--- config.mk ---
export PLATFORM = sky130hd
export DESIGN_NAME = div_seq
export DESIGN_NICKNAME = d
export VERILOG_FILES = /design/src/rtl/cpu_defs.sv /design/src/rtl/div_step.sv /design/src/rtl/div_seq.sv
export SDC_FILE = /design/constraint.sdc
export NUM_CORES = 1
export LEC_CHECK = 0
export CAP_MARGIN = 20
export CORE_ASPECT_RATIO = 0.75
export CORE_MARGIN = 2
export CORE_UTILIZATION = 40
export DETAILED_ROUTE_END_ITERATION = 8
export GPL_TIMING_DRIVEN = 0
export PLACE_DENSITY_LB_ADDON = 0.05
export SYNTH_ARGS = -nofsm -noshare
export SYNTH_HDL_FRONTEND = slang
export SYNTH_SLANG_ARGS = --single-unit
--- constraint.sdc ---
create_clock -name clk -period 6.1 [get_ports clk]
set_input_delay 1.22 -clock clk [delete_from_list [all_inputs] [get_ports clk]]
set_output_delay 1.22 -clock clk [all_outputs]
set_load 0.005 [all_outputs]
--- src/rtl/cpu_defs.sv ---
// Shared CPU definitions used by the sequential divider: FSM encoding,
// iteration bound, divide aluop codes and result width.
package cpu_defs;

  typedef enum logic [1:0] {
    ST_IDLE   = 2'b00,
    ST_BYZERO = 2'b01,
    ST_ON     = 2'b10,
    ST_END    = 2'b11
  } div_state_e;

  localparam int unsigned DIV_CNT_MAX = 32;
  localparam int unsigned DIV_CNT_W   = 6;

  localparam logic [7:0] ALUOP_DIV  = 8'b00011010;
  localparam logic [7:0] ALUOP_DIVU = 8'b00011011;

  localparam int unsigned RESULT_W = 64;

endpackage

--- src/rtl/div_step.sv ---
// One restoring shift-subtract iteration on the 65-bit working register
// {partial remainder[32:0], dividend/quotient[31:0]}.
module div_step (
  input  logic [64:0] work_i,
  input  logic [31:0] divisor_i,
  output logic [64:0] work_o
);

  logic [33:0] diff;

  // Shifted partial remainder minus divisor; bit 33 is the borrow.
  assign diff = work_i[64:31] - {2'b00, divisor_i};

  always_comb begin
    if (diff[33]) begin
      work_o = {work_i[63:0], 1'b0};
    end else begin
      work_o = {diff[32:0], work_i[30:0], 1'b1};
    end
  end

endmodule

--- src/rtl/div_seq.sv ---
// Multi-cycle 32/32 divider for the EX stage: result {remainder, quotient}.
// Define DIV_SIGNED_EN to honour signed_div_i; otherwise every divide is unsigned.
module div_seq
  import cpu_defs::*;
(
  input  logic                clk,
  input  logic                rst,
  input  logic                start_i,
  input  logic                annul_i,
  input  logic                signed_div_i,
  input  logic [31:0]         opdata1_i,
  input  logic [31:0]         opdata2_i,
  output logic [RESULT_W-1:0] result_o,
  output logic                ready_o,
  output logic                stallreq_o
);

  div_state_e                 state_q, state_d;
  logic [DIV_CNT_W-1:0]       cnt_q, cnt_d;
  logic [64:0]                work_q, work_d;
  logic [31:0]                divisor_q, divisor_d;
  logic [RESULT_W-1:0]        result_q, result_d;
  logic                       ready_q, ready_d;

  logic [64:0]                work_step;
  logic [31:0]                op1_abs, op2_abs;
  logic [31:0]                quo_fin, rem_fin;
  logic                       accept;

  assign accept = (state_q == ST_IDLE) & start_i & ~annul_i;

`ifdef DIV_SIGNED_EN
  logic op1_neg, op2_neg;
  logic neg_quo_q, neg_quo_d;
  logic neg_rem_q, neg_rem_d;

  assign op1_neg = signed_div_i & opdata1_i[31];
  assign op2_neg = signed_div_i & opdata2_i[31];
  assign op1_abs = op1_neg ? (~opdata1_i + 32'd1) : opdata1_i;
  assign op2_abs = op2_neg ? (~opdata2_i + 32'd1) : opdata2_i;

  // Quotient negated on differing signs, remainder takes the dividend's sign.
  assign quo_fin = neg_quo_q ? (~work_q[31:0]  + 32'd1) : work_q[31:0];
  assign rem_fin = neg_rem_q ? (~work_q[63:32] + 32'd1) : work_q[63:32];

  always_comb begin
    neg_quo_d = neg_quo_q;
    neg_rem_d = neg_rem_q;
    if (accept) begin
      neg_quo_d = op1_neg ^ op2_neg;
      neg_rem_d = op1_neg;
    end
  end

  always_ff @(posedge clk) begin
    if (rst) begin
      neg_quo_q <= 1'b0;
      neg_rem_q <= 1'b0;
    end else begin
      neg_quo_q <= neg_quo_d;
      neg_rem_q <= neg_rem_d;
    end
  end
`else
  logic unused_signed_div;

  assign unused_signed_div = signed_div_i;
  assign op1_abs           = opdata1_i;
  assign op2_abs           = opdata2_i;
  assign quo_fin           = work_q[31:0];
  assign rem_fin           = work_q[63:32];
`endif

  div_step u_div_step (
    .work_i    (work_q),
    .divisor_i (divisor_q),
    .work_o    (work_step)
  );

  always_comb begin
    // NOTE: every signal driven here gets a default first so no path leaves it unassigned (no latches).
    state_d   = state_q;
    cnt_d     = cnt_q;
    work_d    = work_q;
    divisor_d = divisor_q;
    ready_d   = 1'b0;
    result_d  = '0;

    if (annul_i) begin
      state_d = ST_IDLE;
      cnt_d   = '0;
      work_d  = '0;
    end else begin
      unique case (state_q)
        ST_IDLE: begin
          if (start_i) begin
            divisor_d = op2_abs;
            cnt_d     = '0;
            if (opdata2_i == 32'd0) begin
              state_d = ST_BYZERO;
              work_d  = '0;
            end else begin
              state_d = ST_ON;
              work_d  = {33'd0, op1_abs};
            end
          end
        end
        ST_BYZERO: begin
          state_d = ST_END;
          work_d  = '0;
        end
        ST_ON: begin
          // Counter sits at DIV_CNT_MAX for one cycle after step 31 before END.
          if (cnt_q != DIV_CNT_W'(DIV_CNT_MAX)) begin
            work_d = work_step;
            cnt_d  = cnt_q + DIV_CNT_W'(1);
          end else begin
            state_d = ST_END;
          end
        end
        ST_END: begin
          if (start_i) begin
            ready_d  = 1'b1;
            result_d = {rem_fin, quo_fin};
          end else begin
            state_d = ST_IDLE;
            cnt_d   = '0;
          end
        end
        default: state_d = ST_IDLE;
      endcase
    end
  end

  always_ff @(posedge clk) begin
    // NOTE: state registers use non-blocking assignments so all flops update from pre-edge values.
    if (rst) begin
      state_q   <= ST_IDLE;
      cnt_q     <= '0;
      work_q    <= '0;
      divisor_q <= '0;
      result_q  <= '0;
      ready_q   <= 1'b0;
    end else begin
      state_q   <= state_d;
      cnt_q     <= cnt_d;
      work_q    <= work_d;
      divisor_q <= divisor_d;
      result_q  <= result_d;
      ready_q   <= ready_d;
    end
  end

  assign result_o   = result_q;
  assign ready_o    = ready_q;
  assign stallreq_o = start_i & ~ready_q;

endmodule

### After elaboration in Yosys (flattened, before gate mapping)

Cells that the tools add are included.
W data, S select, Z words.

* register bits: 170
* latch bits: 0
* RAM bits: 0
* memory bits (read-only): 0
* input bits: 69
* output and inout port bits: 66
* memories: 0

* add/sub/neg operators: 2
* multipliers: 0
* div/mod/pow operators: 0
* order comparisons: 0
* equality and inequality tests: 8
* shift-type cells: 0
* mux-type cells: 15
* bitwise logic cells: 5
* reductions and logical operators: 11

Operator list (count)
* $mux W65: 3
* $pmux W65 S3: 1
* $sub A34 B32 Y34: 1
* $logic_not A32 Y1: 1
* $mux W32: 1
* $mux W6: 3
* $pmux W6 S3: 1
* $reduce_and A3 Y1: 3
* $mux W2: 4
* $ne A2 B2 Y1 const B: 4
* $pmux W2 S4: 1
* $add A6 B1 Y6 const B: 1
* $ne A6 B6 Y1 const B: 1
* $reduce_bool A3 Y1: 2
* $eq A2 B2 Y1 const B: 2
* $not A1 Y1: 4
* $reduce_and A4 Y1: 1
* $reduce_or A4 Y1: 1
* $reduce_or A3 Y1: 1
* $eq A2 B1 Y1 const B: 1
* $logic_not A2 Y1: 1
* $reduce_or A2 Y1: 1
* $and A1 B1 Y1: 1
* $mux W1: 1

### Depth between registers and ports, before layout

Gate-level depths: netlist of the first run.

* word-level depth: 4
* depth in mapped cells: 14
* depth with buffers taken out: 13

### Hierarchy

From an unflattened synthesis of the first run, not the netlist that was laid out.

* cells, all modules: 1058
* area total of the unflattened synthesis: 8710.9 um^2

Modules (own cells, without submodules)
* div_seq: instances 1, cells an instance 688, area an instance 6197.2 um^2
* div_step: instances 1, cells an instance 370, area an instance 2513.7 um^2

### Worst setup path after synthesis of the first run

No wires, ideal clock.

* kind: input-to-reg
* start point: in start_i
* end point: reg cnt_q[5]
* library setup time: 70 ps
* data arrival time: 2702 ps
* data required time: 6030 ps
* path slack: 3328 ps
* stages: 6
* cells stage by stage: nand2_1 -> o21ai_0 -> a211oi_1 -> nand4_1 -> or3_1 -> a21oi_1

* cells in the longest elaborated chain, start to end: 2

Ends and longest elaborated chain
* start: declaration: RTL line div_seq.sv:8 `input logic start_i,`
* $ne A2 B2 Y1 (no line)
* $reduce_and A4 Y1 (no line) *
* end signal: assignment: RTL line div_seq.sv:146 `cnt_q <= cnt_d;`
* end: declaration: RTL line div_seq.sv:19 `logic [DIV_CNT_W-1:0] cnt_q, cnt_d;`

Mark *: on every way between the ends. The rest lies on a longest branch, timed or not.
A chain may end at the register's enable or synchronous reset.

### Worst setup path after layout of the first run

* start point: in start_i
* end point: out stallreq_o

* cells in the longest elaborated chain, start to end: 1

Ends and longest elaborated chain
* $and A1 B1 Y1: RTL line div_seq.sv:156 `assign stallreq_o = start_i & ~ready_q;`
* end: declaration: RTL line div_seq.sv:15 `output logic stallreq_o`

Every way passes these cells.

==> results.sh, run 1 <==
export IMPL_drive_above_1_share=0.05133
export IMPL_post_drt_wl_per_cell_um=16.10
export IMPL_path_class="primary input to output port"
export IMPL_synth_edf_count=0
export IMPL_row_count=44
export IMPL_track_usage=0.2071
export IMPL_drc=0
export IMPL_min_period_ps=3772
export IMPL_cts_reportedPaths_clkPinSlew_ps=70
export IMPL_fp_dieW_um=165.2
export IMPL_slew_headroom=0.4262
export IMPL_area_delta_synth_final_pct=28.53
export IMPL_start_kind="primary input"
export IMPL_clk_path_buf_depth=2
export IMPL_rsz0062_at_grt="false"
export IMPL_vias_per_cell=5.201
export IMPL_tns_ps=0
export IMPL_die_area_mm2=0.02063
export IMPL_cts_root_buf="clkbuf_16"
export IMPL_period_share=0.6183
export IMPL_fmax_mhz=265.1
export IMPL_dp_slack_ps=2232
export IMPL_synth_cells=888
export IMPL_busiest_layer="met1"
export IMPL_grt_pass1_vias=6336
export IMPL_dp_cells=1273
export IMPL_initial_core_util=0.4056
export IMPL_first_pass_iters=8
export IMPL_cts_tree="done"
export IMPL_synth_seq_area_share=0.4367
export IMPL_fin_ws_ps=2328
export IMPL_setup_viol_count_final=0
export IMPL_status="complete, no violations"
export IMPL_min_from="divisor_q[12]"
export IMPL_clock_sinks=170
export IMPL_ant_nets=0
export IMPL_cts_buffers=17
export IMPL_power_leakage_nw=3.843
export IMPL_vdd_drop_max_v=0.0001747
export IMPL_portBuffers=132
export IMPL_core_area_mm2=0.01921
export IMPL_ys_warn_count=0
export IMPL_skew_ps=11.73
export IMPL_critPathLaunch="start_i"
export IMPL_async_flop_share=0
export IMPL_holdBufCountCts=0
export IMPL_nNetsFinal=1147
export IMPL_io_pins=135
export IMPL_fin_util=0.5214
export IMPL_die_h_um=124.9
export IMPL_netlist_area_mm2=0.007794
export IMPL_h_tree_depth=4
export IMPL_finalHoldViolations=0
export IMPL_grt_ovfl_total=0
export IMPL_post_dp_hpwl_um=15710
export IMPL_max_cap_violations=0
export IMPL_syn_area_per_cell_um2=8.777
export IMPL_endpoint_kind="output port"
export IMPL_cts_resized=0
export IMPL_max_slew_worst_pin_slew_ps=853.4
export IMPL_synth_nets=996
export IMPL_worstPathArrival_ps=2550
export IMPL_ys_ff_latch=170
export IMPL_cp_required_ps=4880
export IMPL_antenna_found_initial=0
export IMPL_synth_flop_cell="dfxtp_1"
export IMPL_hp_class="flop to flop"
export IMPL_use_met2=0.3074
export IMPL_clk_latency_ps=430
export IMPL_p_per_area_mw_per_mm2=259.0
export IMPL_ys_types=57
export IMPL_reg2reg_from="work_q[31]"
export IMPL_grt_pass1_wl_um=33420
export IMPL_drt_iter0_drc=540
export IMPL_grtUsageMet1=0.3139
export IMPL_cts_setup_buffers=0
export IMPL_gp_congestion=0.8983
export IMPL_n_antenna_cell=0
export IMPL_vias=6787
export IMPL_power_total_w=0.002594
export IMPL_final_cells=1305
export IMPL_routed_wl_um=21010
export IMPL_groute_layer_met3_usage=0.03630
export IMPL_slew_viol_final=0
export IMPL_cp_max_fo=4
export IMPL_grt_max_degree=19
[cell usage in the layout, fill, tap and decap left out, types with 9 or more instances in the layout]
cell type / synthesis / routed
mux2i_1: 23 / 23
a21oi_1: 69 / 69
xnor2_1: 14 / 14
dfxtp_1: 170 / 170
inv_1: 50 / 50
nand4_1: 11 / 11
o211ai_1: 9 / 9
nand3_1: 10 / 10
a222oi_1: 32 / 32
xor2_1: 18 / 18
o21ai_1: 25 / 25
clkbuf_1: 41 / 41
a2bb2oi_1: 10 / 10
clkdlybuf4s50_1: 0 / 132
nor2_1: 55 / 55
and2_1: 62 / 62
o21ai_0: 15 / 15
a21o_1: 15 / 15
nand2_1: 123 / 123
ha_1: 38 / 38
clkbuf_16: 0 / 17
nor3_1: 12 / 12
[worst paths after layout]
path | depth (start not counted) | slack, ps | end
min | 2 | 460 | divisor_q[12]
max | 4 | 2330 | stallreq_o
max reg2reg | 13 | 2880 | work_q[64]
min reg2reg | 2 | 460 | divisor_q[12]
[cell families (layout without fill, tap and decap cells)]
family / Yosys count / in the layout / share of synthesized area
AO/OA/AOI/OAI: 220 / 220 / 0.1976
adder cells (fa/ha/maj): 39 / 39 / 0.06357
flip-flops: 170 / 170 / 0.4367
multiplexers: 23 / 23 / 0.02954
buffers and inverters: 101 / 265 / 0.05346
AND/OR/NAND/NOR: 303 / 303 / 0.1832
XOR/XNOR: 32 / 32 / 0.03596
[flip-flops by register name, summed over array words and instances, names as in the netlist]
name and flops:
cnt_q 6, divisor_q 32, ready_o 1, result_o 64
state_q 2, work_q 65
[metal layers]
layer | vias up | routed length (um)
met5 | - | 0
met4 | 0 | 132
met1 | 3195 | 10920
met2 | 163 | 9039
li1 | 3417 | -
met3 | 12 | 919
[per-stage QoR]
step           area, um^2  hold slack [ps]
2_1_floorplan        7794            436.3
3_5_place_dp         9432            447.5
3_3_place_gp         9432            441.9
4_1_cts             10020            456.6
6_report            10020            456.4
5_1_grt             10020            468.9
[critical path, stage by stage]
cell	delay (ps)
clkdlybuf4s50_1	560
inv_1	120
nor2_1	110
clkdlybuf4s50_1	530
[Yosys cell counts, types with 18 or more instances]
| cell | count | area share |
|---|---|---|
| a222oi_1 | 32 | 0.041 |
| inv_1 | 50 | 0.024 |
| nor2_1 | 55 | 0.026 |
| a21oi_1 | 69 | 0.044 |
| nand2_1 | 123 | 0.059 |
| dfxtp_1 | 170 | 0.44 |
| mux2i_1 | 23 | 0.030 |
| and2_1 | 62 | 0.050 |
| clkbuf_1 | 41 | 0.020 |
| ha_1 | 38 | 0.061 |
| xor2_1 | 18 | 0.020 |
| o21ai_1 | 25 | 0.016 |
[report_power, final]
part / internal, W / switching (W) / total, W
Clock: 0.000557 / 0.000505 / 0.00106
Sequential: 0.00113 / 0.0000142 / 0.00115
Combinational: 0.000176 / 0.000210 / 0.000386
[layout make-up]
| cell class | instances | area [um^2] |
|---|---|---|
| multi-input cells | 617 | 3974 |
| clock inverters | 14 | 146.4 |
| inverters | 50 | 187.7 |
| flip-flops and latches | 170 | 3403 |
| clock buffers | 18 | 439.2 |
| fillers | 1834 | 9196 |
| plain buffers | 51 | 229.0 |
| well taps | 253 | 316.6 |
| repair buffers | 132 | 1321 |
No activity file was read; power rests on OpenSTA's default activity.
==> run 2, diff against run 1 <==
- clock period: 6.1 -> 3.84 ns (I/O delays scaled with it)
==> results of run 2 <==
Same layout as run 1 (identical final DEF). Status: complete, no violations.
Among the figures that moved: setup slack after placement 2232 ps -> 424.2 ps; setup slack after layout 2328 ps -> 615.8 ps; start point of the critical path start_i -> work_q[31]; end point of the critical path stallreq_o -> work_q[64]; register-to-register setup slack 2880 ps -> 620 ps; total power 0.002594 W -> 0.004121 W; worst IR drop on VDD 0.0001747 V -> 0.0002775 V
==> run 3, diff against run 2 <==
- clock period: 3.84 -> 2.6 ns (I/O delays scaled with it)
==> results.sh, run 3 (synthesis gave the netlist of run 1 again) <==
export IMPL_period_share=1.125
export IMPL_finalHoldViolations=0
export IMPL_post_dp_hpwl_um=15350
export IMPL_p_sw_frac=0.2889
export IMPL_core_area_mm2=0.01921
export IMPL_vias_per_cell=5.223
export IMPL_fp_dieW_um=165.2
export IMPL_stdcell_area_mm2=0.01111
export IMPL_vdd_drop_max_v=0.0003165
export IMPL_cts_buffers=17
export IMPL_portBuffers=132
export IMPL_fill_cells=1731
export IMPL_antenna_found_initial=0
export IMPL_h_tree_depth=4
export IMPL_whs_ps=454.5
export IMPL_p_sw_w=0.001869
export IMPL_start_kind="flop"
export IMPL_max_cap_violations=0
export IMPL_gp_congestion=0.8759
export IMPL_max_slew_worst_pin_slew_ps=731.0
export IMPL_holdBufCountCts=0
export IMPL_die_h_um=124.9
export IMPL_violations="setup timing"
export IMPL_io_pins=135
export IMPL_largest_register="work_q"
export IMPL_final_cell_mix="dfxtp_1, clkdlybuf4s50_1, nand2_1"
export IMPL_rsz0062_at_grt="true"
export IMPL_grt_max_degree=20
export IMPL_grt_pass1_wl_um=35330
export IMPL_clock_sinks=170
export IMPL_clk_latency_ps=440
export IMPL_cp_max_fo=3
export IMPL_grt_pass1_vias=6675
export IMPL_seqPwrFrac=0.415
export IMPL_setup_viol_count_final=34
export IMPL_cts_root_buf="clkbuf_16"
export IMPL_slew_headroom=0.5085
export IMPL_first_pass_iters=8
export IMPL_routed_wl_um=22290
export IMPL_post_drt_wl_per_cell_um=16.38
export IMPL_final_common_cell="dfxtp_1"
export IMPL_worstPathArrival_ps=3240
export IMPL_multi_input_area_mm2=0.004400
export IMPL_p_int_w=0.004600
export IMPL_cts_tree="done"
export IMPL_drive_above_1_share=0.1805
export IMPL_drt_iter0_drc=608
export IMPL_ant_nets=0
export IMPL_pwr_share_clk=0.393
export IMPL_n_antenna_cell=0
export IMPL_cp_required_ps=2910
export IMPL_drc=0
export IMPL_place_area_mm2=0.009447
export IMPL_initial_core_util=0.4056
export IMPL_nNetsFinal=1203
export IMPL_regArea_mm2=0.003428
export IMPL_power_leakage_nw=4.285
export IMPL_combPwrFrac=0.192
export IMPL_track_usage=0.2192
export IMPL_grt_ovfl_total=0
export IMPL_min_period_ps=2924
export IMPL_path_class="flop to flop"
export IMPL_fin_util=0.5781
export IMPL_fin_ws_ps=-324.4
export IMPL_skew_ps=17.07
export IMPL_hp_class="flop to flop"
export IMPL_cts_reportedPaths_clkPinSlew_ps=70
export IMPL_fmax_mhz=342.0
export IMPL_slew_viol_final=0
export IMPL_largest_register_ffs=65
export IMPL_endpoint_kind="flop"
export IMPL_area_delta_synth_final_pct=42.53
export IMPL_vias=7108
export IMPL_clk_path_buf_depth=2
export IMPL_p_per_area_mw_per_mm2=582.3
export IMPL_row_count=44
export IMPL_die_area_mm2=0.02063
export IMPL_status="finished, violations left"
run 3: cell types whose count changed in the layout (fill, tap and decap cells not counted), sizes merged:
cell / previous run / this run
clkinvlp: 3 / 2
clkbuf: 59 / 54
buf: 10 / 70
inv: 58 / 57
clkinv: 3 / 6
run 3: worst max-delay path, stage by stage, from the launching register on:
cell and delay, ps:
dfxtp_2 330, inv_2 70, ha_4 140, inv_2 40, fa_2 360, a21o_1 240, a221oi_4 280, a311o_1 320
o211ai_1 190, buf_4 200, a21oi_4 160, o21ai_2 90, mux2i_1 120, o211ai_1 160, o211ai_1 100
run 3: timing repair:
action | 4_1_cts | 5_1_grt
setup buffers | 49 | 10
gates cloned | 4 | 0
endpoints found under the setup margin | 34 | 64
pin swaps | 43 | 28
gates resized for setup | 83 | 56
endpoints found under the hold margin | 0 | 0
run 3: cell type report:
cell class                 count  area share
timing repair buffer         195      0.1733
clock inverter                15     0.01566
buffer                        44     0.02230
tap                          253     0.02850
sequential                   170      0.3086
clock buffer                  17     0.03830
inverter                      50     0.01712
multi-input combinational    617      0.3961
run 3: path summary, 6_finish.rpt:
path | cells past startpoint | endpoint | from | slack (ps)
worst max-delay path | 14 | work_q[60] | work_q[31] | -320
worst min-delay path | 2 | divisor_q[25] | divisor_q[25] | 450
worst max register to register | 14 | work_q[60] | work_q[31] | -320
worst min register to register | 2 | divisor_q[25] | divisor_q[25] | 450
run 3: power by group through the flow:
stage | combinational (W) | sequential, W | clock [W]
after floorplan | 0.000625 | 0.00274 | 0
after global placement | 0.000900 | 0.00275 | 0
after detailed placement | 0.000899 | 0.00275 | 0
after CTS | 0.00117 | 0.00269 | 0.00260
after global routing | 0.00134 | 0.00269 | 0.00271
final | 0.00124 | 0.00269 | 0.00254
run 3: metal layers:
layer / share of wire / wire, um / vias to the layer above / GRT usage
met5: 0 / 0 / - / 0
met4: 0.019 / 426 / 0 / 0.05882
met3: 0.056 / 1247 / 29 / 0.04462
met2: 0.43 / 9483 / 212 / 0.3199
met1: 0.50 / 11140 / 3315 / 0.3260
li1: - / - / 3552 / -
run 3: metrics by stage:
stage | std cells | power, W | TNS [ps] | worst slack, ps
floorplan | 888 | 0.003362 | 0 | 17.08
global placement | 1273 | 0.003646 | -28610 | -489.9
detailed placement | 1274 | 0.003646 | -23860 | -484.0
CTS | 1357 | 0.006456 | -5173 | -322.8
global route | 1361 | 0.006749 | -9694 | -460.8
finish | 1361 | 0.006469 | -6372 | -324.4
